<file path="src/rtl/chan_pkg.sv">
// Shared channel-model types and LFSR constants for the Gilbert-Elliott channel state controller.
package chan_pkg;

    typedef enum logic {
        CH_BAD  = 1'b0,
        CH_GOOD = 1'b1
    } chan_state_t;

    localparam int unsigned LFSR16_W    = 16;
    localparam logic [15:0] LFSR16_SEED = 16'hACE1;
    localparam logic [15:0] LFSR16_TAPS = 16'hB400;

    // Right-shifting Galois step for x^16+x^14+x^13+x^11+1; never reaches zero from a non-zero seed.
    function automatic logic [15:0] lfsr16_next(input logic [15:0] cur);
        logic [15:0] shifted;
        shifted = cur >> 1;
        return cur[0] ? (shifted ^ LFSR16_TAPS) : shifted;
    endfunction

endpackage

</file>
<file path="src/rtl/lfsr16.sv">
// 16-bit Galois LFSR, seeded on reset, stepping only when advance is high.
module lfsr16
    import chan_pkg::*;
(
    input  logic        clk,
    input  logic        reset,
    input  logic        advance,
    output logic [15:0] value
);

    logic [15:0] value_q;
    logic [15:0] value_d;

    always_comb begin
        value_d = value_q;
        if (advance) begin
            value_d = lfsr16_next(value_q);
        end
    end

    always_ff @(posedge clk or posedge reset) begin
        if (reset) begin
            value_q <= LFSR16_SEED;
        end else begin
            value_q <= value_d;
        end
    end

    assign value = value_q;

endmodule

</file>
<file path="src/rtl/channel_state_ctrl.sv">
// Two-state (GOOD/BAD) Markov channel controller with minimum dwell, forcing and statistics.
module channel_state_ctrl
    import chan_pkg::*;
#(
    parameter int unsigned DWELL_W = 8,
    parameter int unsigned CNT_W   = 32
) (
    input  logic               clk,
    input  logic               reset,
    input  logic               enable,
    input  logic [15:0]        p_gb,
    input  logic [15:0]        p_bg,
    input  logic [DWELL_W-1:0] min_dwell,
    input  logic               force_valid,
    input  logic               force_state,
    input  logic               clear_stats,
    output logic               state,
    output logic               state_change,
    output logic [CNT_W-1:0]   bad_cycles,
    output logic [15:0]        transitions
);

    localparam int unsigned TR_W = 16;

    chan_state_t        state_q,        state_d;
    logic [DWELL_W-1:0] dwell_q,        dwell_d;
    logic               state_change_q, state_change_d;
    logic [CNT_W-1:0]   bad_cycles_q,   bad_cycles_d;
    logic [TR_W-1:0]    transitions_q,  transitions_d;

    logic [15:0] lfsr_value;
    logic [15:0] threshold;
    logic        dwell_ok;
    logic        rand_hit;
    logic        changed;

    lfsr16 u_lfsr (
        .clk     (clk),
        .reset   (reset),
        .advance (enable),
        .value   (lfsr_value)
    );

    // Random transition decision uses the LFSR value before this cycle's advance.
    always_comb begin
        threshold = (state_q == CH_GOOD) ? p_gb : p_bg;
        dwell_ok  = (dwell_q >= min_dwell);
        rand_hit  = enable && dwell_ok && (lfsr_value <= threshold);
    end

    // Next state and dwell: force beats random transition; everything else freezes while disabled.
    always_comb begin
        state_d = state_q;
        dwell_d = dwell_q;
        if (force_valid) begin
            state_d = force_state ? CH_GOOD : CH_BAD;
            dwell_d = '0;
        end else if (rand_hit) begin
            state_d = (state_q == CH_GOOD) ? CH_BAD : CH_GOOD;
            dwell_d = '0;
        end else if (enable) begin
            if (dwell_q != {DWELL_W{1'b1}}) begin
                dwell_d = dwell_q + DWELL_W'(1);
            end
        end
    end

    // Statistics: clear wins over increment, both counters saturate.
    always_comb begin
        changed        = (state_d != state_q);
        state_change_d = changed;
        bad_cycles_d   = bad_cycles_q;
        transitions_d  = transitions_q;
        if (clear_stats) begin
            bad_cycles_d  = '0;
            transitions_d = '0;
        end else begin
            if (enable && (state_q == CH_BAD) && (bad_cycles_q != {CNT_W{1'b1}})) begin
                bad_cycles_d = bad_cycles_q + CNT_W'(1);
            end
            if (changed && (transitions_q != {TR_W{1'b1}})) begin
                transitions_d = transitions_q + TR_W'(1);
            end
        end
    end

    always_ff @(posedge clk or posedge reset) begin
        if (reset) begin
            state_q        <= CH_GOOD;
            dwell_q        <= '0;
            state_change_q <= 1'b0;
            bad_cycles_q   <= '0;
            transitions_q  <= '0;
        end else begin
            state_q        <= state_d;
            dwell_q        <= dwell_d;
            state_change_q <= state_change_d;
            bad_cycles_q   <= bad_cycles_d;
            transitions_q  <= transitions_d;
        end
    end

    assign state        = state_q;
    assign state_change = state_change_q;
    assign bad_cycles   = bad_cycles_q;
    assign transitions  = transitions_q;

endmodule

</file>
<file path="config.mk">
export PLATFORM = sky130hd
export DESIGN_NAME = channel_state_ctrl
export DESIGN_NICKNAME = d
export VERILOG_FILES = /design/src/rtl/chan_pkg.sv /design/src/rtl/lfsr16.sv /design/src/rtl/channel_state_ctrl.sv
export SDC_FILE = /design/constraint.sdc
export NUM_CORES = 1
export LEC_CHECK = 0
export ABC_CLOCK_PERIOD_IN_PS = 3350
export CAP_MARGIN = 10
export CORE_MARGIN = 2
export CORE_UTILIZATION = 48
export CTS_BUF_LIST = sky130_fd_sc_hd__clkbuf_8
export DETAILED_ROUTE_END_ITERATION = 8
export PLACE_DENSITY = 0.75
export SYNTH_ARGS = -nofsm -noshare
export SYNTH_HDL_FRONTEND = slang
export SYNTH_SLANG_ARGS = --single-unit
</file>
<file path="constraint.sdc">
create_clock -name clk -period 3.35 [get_ports clk]
set_input_delay 0.67 -clock clk [delete_from_list [all_inputs] [get_ports clk]]
set_output_delay 0.67 -clock clk [all_outputs]
set_load 0.005 [all_outputs]
</file>
After elaboration in Yosys (flattened, before gate mapping)
Index checks and enable logic that the tools add are counted.
{"block": "word_totals", "reg_bits": 74, "wordCells": 41}
{"block": "classes", "reduce_logical": 10, "eq_ne": 4, "addsub": 3, "muxes": 14, "magnitude_cmp": 2, "bitwise": 2}
{"cell": "2-to-1 mux 16 bit", "n": 4}
{"cell": "2-to-1 mux 32 bit", "n": 2}
{"cell": "adder 32 x 1 -> 32 bit (second input constant)", "n": 1}
{"cell": "2-to-1 mux 8 bit", "n": 4}
{"cell": "inequality test 32 bit (second input constant)", "n": 1}
{"cell": "adder 16 x 1 -> 16 bit (second input constant)", "n": 1}
{"cell": "less-or-equal comparator 16 bit", "n": 1}
{"cell": "inequality test 16 bit (second input constant)", "n": 1}
{"cell": "adder 8 x 1 -> 8 bit (second input constant)", "n": 1}
{"cell": ">= comparator 8 bit", "n": 1}
{"cell": "inequality test 8 bit (second input constant)", "n": 1}
{"cell": "nonzero test 3 bit", "n": 2}
{"cell": "logical AND 1 bit", "n": 5}
{"cell": "2-to-1 mux 1 bit", "n": 4}
{"cell": "inverter 3 -> 4 bit", "n": 1}
{"cell": "nonzero test 2 bit", "n": 2}
{"cell": "AND reduction 2 bit", "n": 1}
{"cell": "inequality test 1 bit", "n": 1}
{"cell": "inverter 1 bit", "n": 1}

Logic depth before layout (Yosys ltp)
{"block": "depth", "depth_word": 9, "mapped_depth": 13}

Modules after synthesis
Synthesis repeated with hierarchy kept, for this count alone.
{"block": "hier_totals", "cells_unflattened": 470, "hier_area_um2": 4639.4}
{"mod": "channel_state_ctrl", "seq_area_each_um2": 1452.6, "instances": 1, "cells_per_inst": 429, "area_each_um2": 3980.1}
{"mod": "lfsr16", "seq_area_each_um2": 410.4, "instances": 1, "cells_per_inst": 41, "area_each_um2": 659.4}

Worst setup path before layout
OpenSTA, ideal clock, no wires.
{"block": "synth_timing", "kind": "register to register", "startpoint": "register state_q, in the netlist state", "endpoint": "register transitions_q[3], in the netlist transitions[3]", "stages_incl_launch_ff": 13, "slack_ns": 0.004, "arrival_ns": 3.268, "path_cell_list": "dfstp_2 > buf_2 > buf_1 > mux2i_1 > ha_1 > nand4_2 > nor4_4 > a21o_1 > a31oi_1 > or2_1 > buf_2 > or4_1 > a21oi_1"}
{"block": "synth_between", "elab_chain_len": 8}
{"item": "from (decl)", "line_no": "channel_state_ctrl.sv:25", "source": "chan_state_t state_q, state_d;"}
{"item": "from (signal assigned)", "line_no": "channel_state_ctrl.sv:95", "source": "state_q <= state_d;"}
{"item": "2-to-1 mux 16 bit", "line_no": "channel_state_ctrl.sv:46", "source": "threshold = (state_q == CH_GOOD) ? p_gb : p_bg;"}
{"item": "less-or-equal comparator 16 bit", "line_no": "channel_state_ctrl.sv:48", "source": "rand_hit = enable && dwell_ok && (lfsr_value <= threshold);"}
{"item": "logical AND 1 bit", "line_no": "channel_state_ctrl.sv:48"}
{"item": "2-to-1 mux 1 bit", "line_no": "channel_state_ctrl.sv:58", "source": "end else if (rand_hit) begin"}
{"item": "2-to-1 mux 1 bit", "line_no": "channel_state_ctrl.sv:55", "source": "if (force_valid) begin"}
{"item": "inequality test 1 bit *", "line_no": "channel_state_ctrl.sv:70", "source": "changed = (state_d != state_q);"}
{"item": "logical AND 1 bit *", "line_no": "channel_state_ctrl.sv:81", "source": "if (changed && (transitions_q != {TR_W{1'b1}})) begin"}
{"item": "nonzero test 2 bit (no line) *"}
{"item": "to (signal assigned)", "line_no": "channel_state_ctrl.sv:99", "source": "transitions_q <= transitions_d;"}
{"item": "to (decl)", "line_no": "channel_state_ctrl.sv:29", "source": "logic [TR_W-1:0] transitions_q, transitions_d;"}
Mark *: on every way between the ends. The rest lies on a longest branch, timed or not.
A chain may end at the register's enable or synchronous reset.

Final worst setup path
{"block": "layout_timing", "startpoint": "register state_q, in the netlist state", "endpoint": "register transitions_q[10], in the netlist transitions[10]"}
Same word-level chain as after synthesis.

==> out/metrics.yaml <==
setup_viol: 0
dpl.hpwl_um: 7606
period_minus_slack_ps: 3176
track_usage_pct: 21.32
design_area_um2: 5751
nNetsFinal: 638
combPwrFrac_pct: 25.9
die_w_um: 99.93
cts_sinks: 74
fin_crit_sh_pct: 94.79
cts_tree: "done"
first_pass_iters: 4
overflow: 0
clock_path_buffers: 2
r2r-end: "transitions[10]$_DFFE_PP0P_"
p_clk_share_pct: 28.3
start_util_pct: 48.72
vias: 3806
p_per_area_nw_per_um2: 440.7
cp-end-kind: "flop"
required_ps: 3610
cts-root-buf: "clkbuf_8"
relSlewSlack_pct: 32.86
holdCritStartpoint: "u_lfsr.value[13]$_DFFE_PP1P_"
synth_edf_count: 0
port_buffers: 95
wl_per_cell_um: 15.18
switchingPower_mw: 0.7734
synth-main-ff-cell: "dfrtp_1"
finalClockSkew_ps: 8.394
grt_pass1_vias: 3635
path_max_fanout: 17
synth_fp_nets: 536
slew_viol_final: 0
reg2reg_from: "state$_DFF_PP1_"
h-tree-depth: 3
report.final.hold_viol_count: 0
syn-mean-instance-area_um2: 9.539
synth_cell_types: 47
finalWorstSetupSlack_ps: 174.5
worstSkewPairLatency_ps: 350
ys_seq_area_share_pct: 42.18
drtAntennaViolNets: 0
rsz0062_at_grt: "false"
ctsHoldBuffers: 0
cts_buffers: 9
antenna_found_initial: 0
dpl_worst_slack_ps: -183.0
postSynthCellCount: 463
drc: 0
status: "finished, final reports clean"
reg2regPathDepth: 10
pwr-share-seq_pct: 45.9
drive_gt1_share_pct: 11.58
synthArstFlopShare_pct: 100.0
ys_seq_elements: 74
holdPathEnd: "u_lfsr.value[13]$_DFFE_PP1P_"
worst_pin_slew_ps: 1000
fillCellCount: 775
place_area_um2: 5514
p_int_mw: 1.761
cp-start-kind: "flop"
critical_path_class: "reg2reg"
routed_wl_um: 10340
worstPathArrival_ps: 3430
hold_path.class: "reg2reg"
area_growth_pct: 30.20
ys_warn_count: 0
min_delay_path_depth: 2
rows: 35
drt_iter0_drc: 124
swShare_pct: 30.52
peakVddDrop_mv: 0.2709
die_area_um2: 9985
die_height_um: 99.93
fmax_ghz: 0.3149
diodes: 0
p_leak_nw: 2.422
core_um2: 9065
grt_max_degree: 33
drv_cap: 0
gp_congestion: 0.8069
grt_pass1_wl_um: 17170
io_pins: 96
rrSetupSlack_ps: 170
vias_per_cell: 5.589
synth_area_um2: 4417
clk_pin_slew_ps: 80
==> cell usage after synthesis, drive strengths merged (4+ instances only) <==
cell type	count	area, um^2
inv	17	63.81
buf	8	37.54
a31o	4	35.03
or3	4	25.02
and4	8	70.07
xor2	22	192.7
xnor2	15	131.4
a21oi	36	183.9
nand4	18	118.9
and3	10	62.56
nor2b	4	25.02
nand2b	6	37.54
mux2i	16	160.2
nor2	48	180.2
dfrtp	65	1627
nand3	21	105.1
and2	5	31.28
o21ai	14	70.06
mux2	14	157.7
ha	27	337.8
nor3	7	35.03
o31ai	8	60.06
nand2	36	135.1
clkbuf	10	37.54
or4	6	45.04
a21o	4	30.03
dfstp	9	236.5
==> power groups by stage <==
stage	registers, mW	clock network [mW]	logic, mW
final	1.16	0.716	0.655
after global routing	1.18	0.770	0.748
after CTS	1.17	0.733	0.645
after detailed placement	1.18	0	0.641
after global placement	1.17	0	0.608
after floorplan	1.14	0	0.453
==> layer usage <==
metal	GRT usage, %	share of wire, %	up-vias
li1	-	-	1857
met1	29.44	46	1830
met2	34.30	48	105
met3	2.855	4.4	14
met4	8.325	1.6	0
met5	0	0	-
==> worst max-delay path by stage <==
stage                     from  slack, ps                          end  depth (start not counted)
2_1_floorplan  state$_DFF_PP1_          4   transitions[3]$_DFFE_PP0P_                         12
3_5_place_dp          p_gb[10]       -180  transitions[10]$_DFFE_PP0P_                         10
3_3_place_gp          p_gb[15]        -20  transitions[10]$_DFFE_PP0P_                         10
5_1_grt        state$_DFF_PP1_          7  transitions[12]$_DFFE_PP0P_                         10
4_1_cts        state$_DFF_PP1_         80  transitions[10]$_DFFE_PP0P_                         10
6_report       state$_DFF_PP1_        170  transitions[10]$_DFFE_PP0P_                         10
==> layout make-up <==
type | count | area, um^2 | area share [%]
Multi-Input combinational cell | 354 | 2421 | 42.10
Sequential cell | 74 | 1867 | 32.46
Timing Repair Buffer | 109 | 1056 | 18.36
Clock buffer | 11 | 151.4 | 2.633
Tap cell | 111 | 138.9 | 2.415
Inverter | 17 | 63.81 | 1.110
Clock inverter | 5 | 52.55 | 0.9138
==> what timing repair did <==
action | CTS | global route
gates resized for setup | 1 | 4
buffers inserted | 0 | 3
setup endpoints to repair | 1 | 10
==> logic make-up after synthesis <==
kind of cell,Yosys count,share of synthesized area [%]
AOI/OAI and AO/OA,78,10.91
xor gates and xnor gates,37,7.337
DFF,74,42.18
adders and majority gates,27,7.649
buffers and inverters,35,3.145
and+or+nand+nor,182,21.59
muxes,30,7.195
==> sequential cells by signal, summed over array words and instances, names as in the netlist <==
| signal | cells |
|---|---|
| transitions | 16 |
| state | 1 |
| state_change | 1 |
| u_lfsr.value | 16 |
| dwell_q | 8 |
| bad_cycles | 32 |
==> critical path, cell delays in order (launching register included) <==
cell	delay (ps)
dfstp_4	720
buf_4	230
mux2i_1	100
ha_1	320
nand4_2	150
nor4_4	350
a21o_1	150
a31oi_1	60
or2_4	330
or4_1	490
a21oi_1	180
==> cell usage in the layout (no fill, tap or decap), types with 10 or more instances in the layout <==
cell,n
clkdlybuf4s50_1,95
dfrtp_1,65
nor2_1,48
nand2_1,36
a21oi_1,34
ha_1,27
xor2_1,22
nand3_1,21
nand4_1,17
inv_1,16
mux2i_1,16
xnor2_1,15
mux2_2,14
buf_4,14
o21ai_0,12
clkbuf_8,11
and3_1,10
==> metrics by stage <==
step                hold slack, ps  util (%)  setup TNS (ps)  power [mW]  instances
finish                       522.3     63.44               0       2.534        681
detailed placement           506.7     60.83           -1032       1.824        662
global route                 547.1     63.44               0       2.701        681
floorplan                    480.1         -               0       1.589        463
global placement             499.0     60.83          -99.64       1.782        662
CTS                          523.4     63.12               0       2.545        678
Power figures use the tool's default switching activity.
